$ cat src/rtl/fetch_stage.sv
// MIPS32 instruction-fetch stage: owns the word-addressed PC, registers the
// fetched word into IF/ID, and handles stall, redirect-with-flush and halt.
module fetch_stage #(
   parameter logic [7:0] RESET_PC = 8'd0,
   parameter int         CNT_W    = 16
) (
   input  logic             clk,
   input  logic             reset,
   input  logic             stall,
   input  logic             redirect,
   input  logic [7:0]       redirect_pc,
   input  logic             halt,
   output logic [7:0]       imem_addr,
   input  logic [31:0]      imem_data,
   output logic [31:0]      ifid_instr,
   output logic [7:0]       ifid_pc_plus1,
   output logic             ifid_valid,
   output logic             halted,
   output logic [CNT_W-1:0] fetch_count
);

   typedef enum logic {
      RUN    = 1'b0,
      HALTED = 1'b1
   } state_t;

   state_t     state;
   logic [7:0] pc;

   localparam logic [CNT_W-1:0] CNT_MAX = {CNT_W{1'b1}};
   localparam logic [CNT_W-1:0] CNT_ONE = {{(CNT_W-1){1'b0}}, 1'b1};

   assign imem_addr = pc;

   // Fetch state machine; priority in RUN is redirect, halt, stall, advance.
   always_ff @(posedge clk or posedge reset) begin
      if (reset) begin
         state         <= RUN;
         pc            <= RESET_PC;
         ifid_instr    <= 32'h0000_0000;
         ifid_pc_plus1 <= 8'd0;
         ifid_valid    <= 1'b0;
         halted        <= 1'b0;
         fetch_count   <= {CNT_W{1'b0}};
      end else begin
         case (state)
            RUN: begin
               if (redirect) begin
                  pc         <= redirect_pc;
                  ifid_instr <= 32'h0000_0000;
                  ifid_valid <= 1'b0;
               end else if (halt) begin
                  state      <= HALTED;
                  halted     <= 1'b1;
                  ifid_instr <= 32'h0000_0000;
                  ifid_valid <= 1'b0;
               end else if (stall) begin
                  pc         <= pc;
                  ifid_instr <= ifid_instr;
                  ifid_valid <= ifid_valid;
               end else begin
                  ifid_instr    <= imem_data;
                  ifid_pc_plus1 <= pc + 8'd1;
                  ifid_valid    <= 1'b1;
                  pc            <= pc + 8'd1;
                  // Counter sticks at all-ones rather than wrapping.
                  if (fetch_count != CNT_MAX) begin
                     fetch_count <= fetch_count + CNT_ONE;
                  end else begin
                     fetch_count <= fetch_count;
                  end
               end
            end
            HALTED: begin
               halted     <= 1'b1;
               ifid_instr <= 32'h0000_0000;
               ifid_valid <= 1'b0;
            end
            default: begin
               // An illegal encoding parks the stage safely until reset.
               state      <= HALTED;
               halted     <= 1'b1;
               ifid_instr <= 32'h0000_0000;
               ifid_valid <= 1'b0;
            end
         endcase
      end
   end

endmodule

$ cat config.mk
export PLATFORM = sky130hd
export DESIGN_NAME = fetch_stage
export DESIGN_NICKNAME = d
export VERILOG_FILES = /design/src/rtl/fetch_stage.sv
export SDC_FILE = /design/constraint.sdc
export NUM_CORES = 1
export LEC_CHECK = 0
export BUFFER_PORTS_ARGS = -buffer_cell sky130_fd_sc_hd__buf_2
export CORE_ASPECT_RATIO = 0.8
export CORE_MARGIN = 2
export CORE_UTILIZATION = 44
export CTS_CLUSTER_SIZE = 30
export DETAILED_ROUTE_END_ITERATION = 6
export MAX_ROUTING_LAYER = met4
export PLACE_DENSITY = 0.79
export SLEW_MARGIN = 20
export SYNTH_ARGS = -nofsm -noshare
export SYNTH_HDL_FRONTEND = slang
export SYNTH_SLANG_ARGS = --single-unit
$ cat constraint.sdc
create_clock -name clk -period 1.8 [get_ports clk]
set_input_delay 0.18 -clock clk [delete_from_list [all_inputs] [get_ports clk]]
set_output_delay 0.18 -clock clk [all_outputs]
set_load 0.01 [all_outputs]
Word-level counts from Yosys, hierarchy flattened --
Cells that the tools add are included.
Word-level totals: flip-flop bits (word level) 67, bits of input ports 45, word-level logic and storage cells 40
Cells by class: $add $sub $neg 2, eq/ne operators 6, multiplexer cells 17, bitwise logic cells 4, reductions and logical operators 4
Operators by type and width (number):
- $mux 32 | 3
- $pmux 32 s2 | 1
- $mux 8 | 3
- $add 16x1->16 const B | 1
- $ne 16x16->1 const B | 1
- $add 8x1->8 const B | 1
- $mux 1 | 8
- $ne 2x2->1 const B | 3
- $reduce_and 5->1 | 1
- $ne 4x4->1 const B | 1
- $not 1->1 | 4
- $pmux 1 s2 | 2
- $reduce_and 4->1 | 1
- $reduce_and 3->1 | 1
- $ne 2x1->1 const B | 1
- $reduce_and 2->1 | 1

Depth between registers and ports, before layout --
Gate-level depths: netlist (run 1).
depth after elaboration 4, depth in mapped cells 6, depth with buffers taken out 5

Worst setup path after synthesis (run 1) --
No wires, ideal clock.
path kind register to register, from register state, to register fetch_count[10], library setup time 0.125 ns, arrival 1.710 ns, data required time 1.675 ns, path slack -0.034 ns, stages on the path, launching flop included 5, clock period less this slack 1.834 ns, cell sequence dfrtp_1 -> or4_4 -> nor3_2 -> and3_1 -> mux2_2
On the way: longest elaborated chain between the ends 2
RTL lines:
- from (decl) | RTL line 27 | state_t state;
- from (signal assigned) | RTL line 38 | state <= RUN;
- from (signal assigned) | RTL line 53 | state <= HALTED;
- from (signal assigned) | RTL line 81 | state <= HALTED;
- $not 1->1 (no line)
- $reduce_and 5->1 (no line)
- to (signal assigned) | RTL line 44 | fetch_count <= {CNT_W{1'b0}};
- to (signal assigned) | RTL line 68 | fetch_count <= fetch_count + CNT_ONE;
- to (signal assigned) | RTL line 70 | fetch_count <= fetch_count;
- to (decl) | RTL line 19 | output logic [CNT_W-1:0] fetch_count
No other way between the ends. A chain may end at the register's enable or synchronous reset.

Worst setup path in the final report (run 1) --
from register state, to register fetch_count[15]
Same word-level chain as after synthesis.

==> results.sh, run 1 <==
export IMPL_irDropWorstVdd_mv=0.428
export IMPL_rsz0062_at_grt="true"
export IMPL_die_x_um=95.1
export IMPL_port_buffers=110
export IMPL_maxCapViolCount=0
export IMPL_tritoncts="built"
export IMPL_grt_overflow=0
export IMPL_final_util_pct=61.4
export IMPL_max_freq_mhz=592
export IMPL_grt_pass1_vias=2445
export IMPL_cts_sinks=67
export IMPL_ys_types=41
export IMPL_cts_reportedPaths_clkPinSlew_ns=0.09
export IMPL_core_area_sq_mm=0.00641
export IMPL_ys_seq_area_share_pct=57.4
export IMPL_crit_fanout=8
export IMPL_min_path_type="primary input to register"
export IMPL_cp_end_kind="register"
export IMPL_diodes=0
export IMPL_grt_start_max_net_pins=35
export IMPL_h_tree_depth=3
export IMPL_syn_to_final_growth_pct=34.8
export IMPL_die_y_um=76.9
export IMPL_design_power_total_uw=3400
export IMPL_status="completed"
export IMPL_dieArea_sq_mm=0.00731
export IMPL_finalClockSkew_ns=0.00790
export IMPL_arrival_ns=1.92
export IMPL_ys_warn_count=0
export IMPL_wl_per_cell_um=14.7
export IMPL_netlist_instances=245
export IMPL_fin_crit_sh_pct=93.8
export IMPL_nets=418
export IMPL_setup_viol=0
export IMPL_syn_area_sq_mm=0.00292
export IMPL_place_hpwl_um=4820
export IMPL_crit_type="register to register"
export IMPL_antenna_found_initial=0
export IMPL_syn_area_per_cell_sq_um=11.9
export IMPL_grt_use_total_pct=20.7
export IMPL_root_buffer="clkbuf_8"
export IMPL_max_slew_margin_rel_pct=54.7
export IMPL_period_minus_slack_ns=1.69
export IMPL_synth_fp_nets=292
export IMPL_path_cells="nor4_4, nand4_4, nor4_4, mux2_2"
export IMPL_rows=26
export IMPL_drt_iter0_markers=69
export IMPL_hold_ws_ns=0.0403
export IMPL_routed_via_density=5.26
export IMPL_worst_pin_slew_ns=0.679
export IMPL_required_ns=2.03
export IMPL_place_gp_congestion=0.834
export IMPL_startpoint_type="register"
export IMPL_drtAntennaViolNets=0
export IMPL_cpPeakStageDelay_ns=0.43
export IMPL_io_pins=111
export IMPL_synth_top_cell_area_share_pct=57.4
export IMPL_finalMaxSlewViolations=0
export IMPL_clkLatencyLatePin_ns=0.35
export IMPL_path_common_cell="nor4_4"
export IMPL_synth_top_cell_by_area="dfrtp_1"
export IMPL_hold_violations=0
export IMPL_num_vias=2420
export IMPL_p_per_area_mw_per_mm2=865
export IMPL_wl_um=6770
export IMPL_post_cts_setup_buffer_count=0
export IMPL_power_leakage_uw=0.00210
export IMPL_firstDrtPassIters=4
export IMPL_clk_path_buf_depth=2
export IMPL_start_util_pct=45.6
export IMPL_drc=0
export IMPL_grt_pass1_wl_um=11400
export IMPL_cts_buffers=9
export IMPL_ys_top_cells_by_area="dfrtp_1 (57%), a22o_1 (9.6%), xor2_1 (3.0%)"
export IMPL_drive_gt1_share_pct=43.6
export IMPL_critPathSlowestCell="dfrtp_2"
export IMPL_ys_ff_latch=67
cell usage after synthesis:
master	number
a211o_1	1
a21o_1	2
a21oi_1	3
a22o_1	32
a22oi_1	2
a31oi_1	4
and3_1	3
buf_1	2
buf_2	1
buf_6	1
clkbuf_1	9
dfrtp_1	67
ha_1	2
inv_1	4
mux2_2	4
mux2i_1	1
nand2_1	21
nand3_1	6
nand4_1	2
nand4_2	1
nand4_4	1
nand4b_1	1
nor2_1	12
nor3_1	6
nor3_2	1
nor4_1	3
nor4_2	4
nor4_4	2
nor4b_2	2
o211ai_1	2
o21a_1	3
o21ai_0	16
o21ba_2	1
o21bai_1	1
o22a_1	1
o2bb2ai_1	2
or2_2	2
or4_1	1
or4_4	1
xnor2_1	5
xor2_1	10
cell usage in the layout, fill, tap and decap left out, types with 3 or more instances in the layout:
cell        n
buf_2     110
dfrtp_1    66
a22o_1     32
nand2_1    21
o21ai_0    16
buf_4      14
nor2_1     12
xor2_1     10
clkbuf_8    9
nor3_1      6
nand3_1     6
xnor2_1     5
nor4_4      4
a31oi_1     4
mux2_2      4
inv_6       4
and3_1      3
a21oi_1     3
nor4_1      3
o21a_1      3
inv_1       3
per-layer routing:
| metal | GRT usage (%) | part of all wire, % |
|---|---|---|
| met1 | 25.6 | 45 |
| met2 | 32.5 | 47 |
| met3 | 5.60 | 5.7 |
| met4 | 7.54 | 1.9 |
| met5 | - | 0 |
worst max-delay path, delay by kind of cell, from the launching register on:
kind,cells,cell delay (ns)
flops,1,0.43
simple gates,3,0.78
mux,1,0.36
per-stage QoR:
step                setup slack [ns]  instance area (sq um)  TNS (ns)  std cells
floorplan                   -0.00415                   2930  -0.00415        245
global placement              0.0743                   3690         0        443
detailed placement            0.0306                   3690         0        443
CTS                          0.00784                   3920         0        460
global route                  0.0296                   3940         0        460
finish                         0.111                   3940         0        460
registers in the layout, summed over array words and instances, names as in the netlist:
signal,flops
ifid_valid,1
ifid_instr,32
halted,1
state,1
imem_addr,8
fetch_count,16
ifid_pc_plus1,8
area by class of cell:
class / count / area (sq um)
inverter: 4 / 18.8
tap: 84 / 105
sequential: 67 / 1680
clock inverter: 7 / 81.3
multi-input combinational: 161 / 1210
clock buffer: 9 / 124
timing repair buffer: 128 / 717
fill: 531 / 2470
power by group:
| group | internal (uW) | switching [uW] |
|---|---|---|
| clock network | 661 | 624 |
| logic | 204 | 221 |
| registers | 1590 | 103 |
| total | 2460 | 948 |
timing repair:
action	CTS	global route
pin swaps	0	1
resized for setup	1	3
endpoints found under the setup margin	1	3
endpoints found under the hold margin	28	0
hold buffers	1	0
cells by family (layout without fill, tap and decap cells):
logic type,after synthesis,in the layout,synth area share (%)
AO/OA/AOI/OAI,70,70,17.8
AND/OR/NAND/NOR,69,69,15.1
XOR/XNOR,15,15,4.50
multiplexers,5,5,1.88
buffers and inverters,17,148,2.48
adder cells (fa/ha/maj),2,2,0.856
flip-flops,67,67,57.4
worst paths after layout:
path                             startpoint               end  slack (ns)  cells after the start
hold / removal                imem_data[25]    ifid_instr[25]        0.04                      2
max in group asynchronous             reset      imem_addr[0]        0.76                      4
setup reg to reg                      state   fetch_count[15]        0.11                      4
hold reg to reg            ifid_pc_plus1[7]  ifid_pc_plus1[7]        0.48                      2
setup / recovery                      state   fetch_count[15]        0.11                      4
min in group asynchronous             reset    fetch_count[2]        0.48                      3
Power figures use the tool's default switching activity.
==> run 2: changes to the inputs <==
--- a/config.mk
+++ b/config.mk
@@ -6,13 +6,12 @@
 export NUM_CORES = 1
 export LEC_CHECK = 0
 export BUFFER_PORTS_ARGS = -buffer_cell sky130_fd_sc_hd__buf_2
-export CORE_ASPECT_RATIO = 0.8
-export CORE_MARGIN = 2
-export CORE_UTILIZATION = 44
+export CORE_MARGIN = 1.5
+export CORE_UTILIZATION = 52
 export CTS_CLUSTER_SIZE = 30
 export DETAILED_ROUTE_END_ITERATION = 6
 export MAX_ROUTING_LAYER = met4
-export PLACE_DENSITY = 0.79
+export PLACE_DENSITY = 0.87
 export SLEW_MARGIN = 20
 export SYNTH_ARGS = -nofsm -noshare
 export SYNTH_HDL_FRONTEND = slang
==> constraint.sdc (replaced) <==
create_clock -name clk -period 2 [get_ports clk]
set_input_delay 0.2 -clock clk [delete_from_list [all_inputs] [get_ports clk]]
set_output_delay 0.2 -clock clk [all_outputs]
set_load 0.01 [all_outputs]
==> results.sh, run 2 (synthesized netlist as in run 1, its figures left out) <==
export IMPL_tritoncts="built"
export IMPL_min_path_type="primary input to register"
export IMPL_antenna_found_initial=0
export IMPL_fill_cells=409
export IMPL_mostFrequentLayoutCell="buf_2"
export IMPL_irDropWorstVdd_mv=0.526
export IMPL_power_leakage_uw=0.00205
export IMPL_start_util_pct=53.4
export IMPL_rsz0062_at_grt="false"
export IMPL_period_minus_slack_ns=1.82
export IMPL_worst_pin_slew_ns=0.579
export IMPL_grt_pass1_wl_um=11100
export IMPL_finalMaxSlewViolations=0
export IMPL_num_vias=2447
export IMPL_grt_pass1_vias=2357
export IMPL_die_x_um=78.0
export IMPL_path_cells="or4_4, buf_4, nor2_1, mux2_2"
export IMPL_grt_use_total_pct=24.3
export IMPL_required_ns=2.22
export IMPL_critPathSlowestCell="or4_4"
export IMPL_power_frac_comb_pct=11.6
export IMPL_worst_path_buf_inv=1
export IMPL_largest_reg_flops=32
export IMPL_die_y_um=78.0
export IMPL_layout_common_cells="buf_2 (110), dfrtp_1 (67), a22o_1 (32)"
export IMPL_power_frac_clock_pct=39.9
export IMPL_crit_type="register to register"
export IMPL_tns_ns=0
export IMPL_drtAntennaViolNets=0
export IMPL_diodes=0
export IMPL_intPower_uw=2380
export IMPL_max_freq_mhz=550
export IMPL_max_slew_margin_rel_pct=61.4
export IMPL_rows=27
export IMPL_port_buffers=110
export IMPL_h_tree_depth=3
export IMPL_design_power_total_uw=3170
export IMPL_post_cts_setup_buffer_count=0
export IMPL_cts_sinks=67
export IMPL_path_delay_family="simple AND/OR/NAND/NOR gates"
export IMPL_drc=0
export IMPL_setup_viol=0
export IMPL_status="completed"
export IMPL_grt_start_max_net_pins=35
export IMPL_fin_crit_sh_pct=91.0
export IMPL_firstDrtPassIters=4
export IMPL_dieArea_sq_mm=0.00608
export IMPL_place_gp_congestion=0.847
export IMPL_regMostFlops="ifid_instr"
export IMPL_switching_share_pct=25.0
export IMPL_syn_to_final_growth_pct=32.2
export IMPL_top_regs="ifid_instr x32, fetch_count x16"
export IMPL_drt_iter0_markers=142
export IMPL_cts_reportedPaths_clkPinSlew_ns=0.07
export IMPL_core_area_sq_mm=0.00547
export IMPL_io_pins=111
export IMPL_cts_buffers=9
export IMPL_nets=414
export IMPL_root_buffer="clkbuf_8"
export IMPL_wl_um=6690
export IMPL_r2r_slack_ns=0.18
export IMPL_drive_gt1_share_pct=42.5
export IMPL_p_seq_share_pct=48.5
export IMPL_switchingPower_uw=791
export IMPL_cp_end_kind="register"
export IMPL_wl_per_cell_um=15.1
export IMPL_maxCapViolCount=0
export IMPL_cpPeakStageDelay_ns=0.55
export IMPL_crit_fanout=10
export IMPL_startpoint_type="register"
export IMPL_arrival_ns=2.03
export IMPL_grt_overflow=0
export IMPL_clk_path_buf_depth=2
export IMPL_clkLatencyLatePin_ns=0.33
export IMPL_finalClockSkew_ns=0.00670
export IMPL_routed_via_density=5.51
export IMPL_hold_violations=0
export IMPL_p_per_area_mw_per_mm2=821
export IMPL_place_hpwl_um=4840
==> run 2: repair_timing <==
item / CTS / global route
resized for setup: 0 / 0
hold buffers: 1 / 0
endpoints found under the hold margin: 26 / 0
setup endpoints to repair: 0 / 0
==> run 2: area by class of cell <==
| class | instances | area (sq um) | share of cell area [%] |
|---|---|---|---|
| Timing Repair Buffer | 124 | 671 | 17.4 |
| Multi-Input combinational cell | 161 | 1180 | 30.6 |
| Clock buffer | 12 | 155 | 4.02 |
| Clock inverter | 4 | 72.6 | 1.88 |
| Tap cell | 72 | 90.1 | 2.33 |
| Sequential cell | 67 | 1680 | 43.4 |
| Inverter | 4 | 15.0 | 0.389 |
==> run 2: path summary, 6_finish.rpt <==
kind,start,to,cells after the start
setup / recovery,state,fetch_count[1],4
hold / removal,imem_data[21],ifid_instr[21],2
setup reg to reg,state,fetch_count[1],4
hold reg to reg,halted,halted,1
max in group asynchronous,reset,ifid_pc_plus1[7],4
min in group asynchronous,reset,ifid_instr[16],3
==> run 2: routing by layer <==
| metal | vias to the layer above | global-route usage, % | part of all wire, % |
|---|---|---|---|
| met2 | 91 | 39.4 | 51 |
| met3 | 13 | 3.65 | 5.0 |
| met5 | - | - | 0 |
| met1 | 1187 | 30.3 | 42 |
| met4 | 0 | 10.7 | 2.0 |
| li1 | 1156 | - | - |
==> run 2: power by group through the flow <==
stage,Sequential [uW],Clock (uW),Combinational [uW]
after floorplan,1580,0,171
after detailed placement,1560,0,368
after CTS,1530,1290,373
after global routing,1550,1360,413
after global placement,1550,0,356
final,1540,1270,368
==> run 2: through the flow <==
step | instance area [sq um] | hold slack, ns | cells | util [%] | setup WS, ns
after floorplan | 2920 | 0.333 | 245 | - | 0.117
final | 3860 | 0.0808 | 444 | 70.6 | 0.181
after global placement | 3620 | 0.270 | 427 | 66.2 | 0.233
after detailed placement | 3620 | 0.291 | 427 | 66.2 | 0.185
after global routing | 3860 | 0.0650 | 444 | 70.6 | 0.0966
after CTS | 3860 | 0.0644 | 444 | 70.6 | 0.178
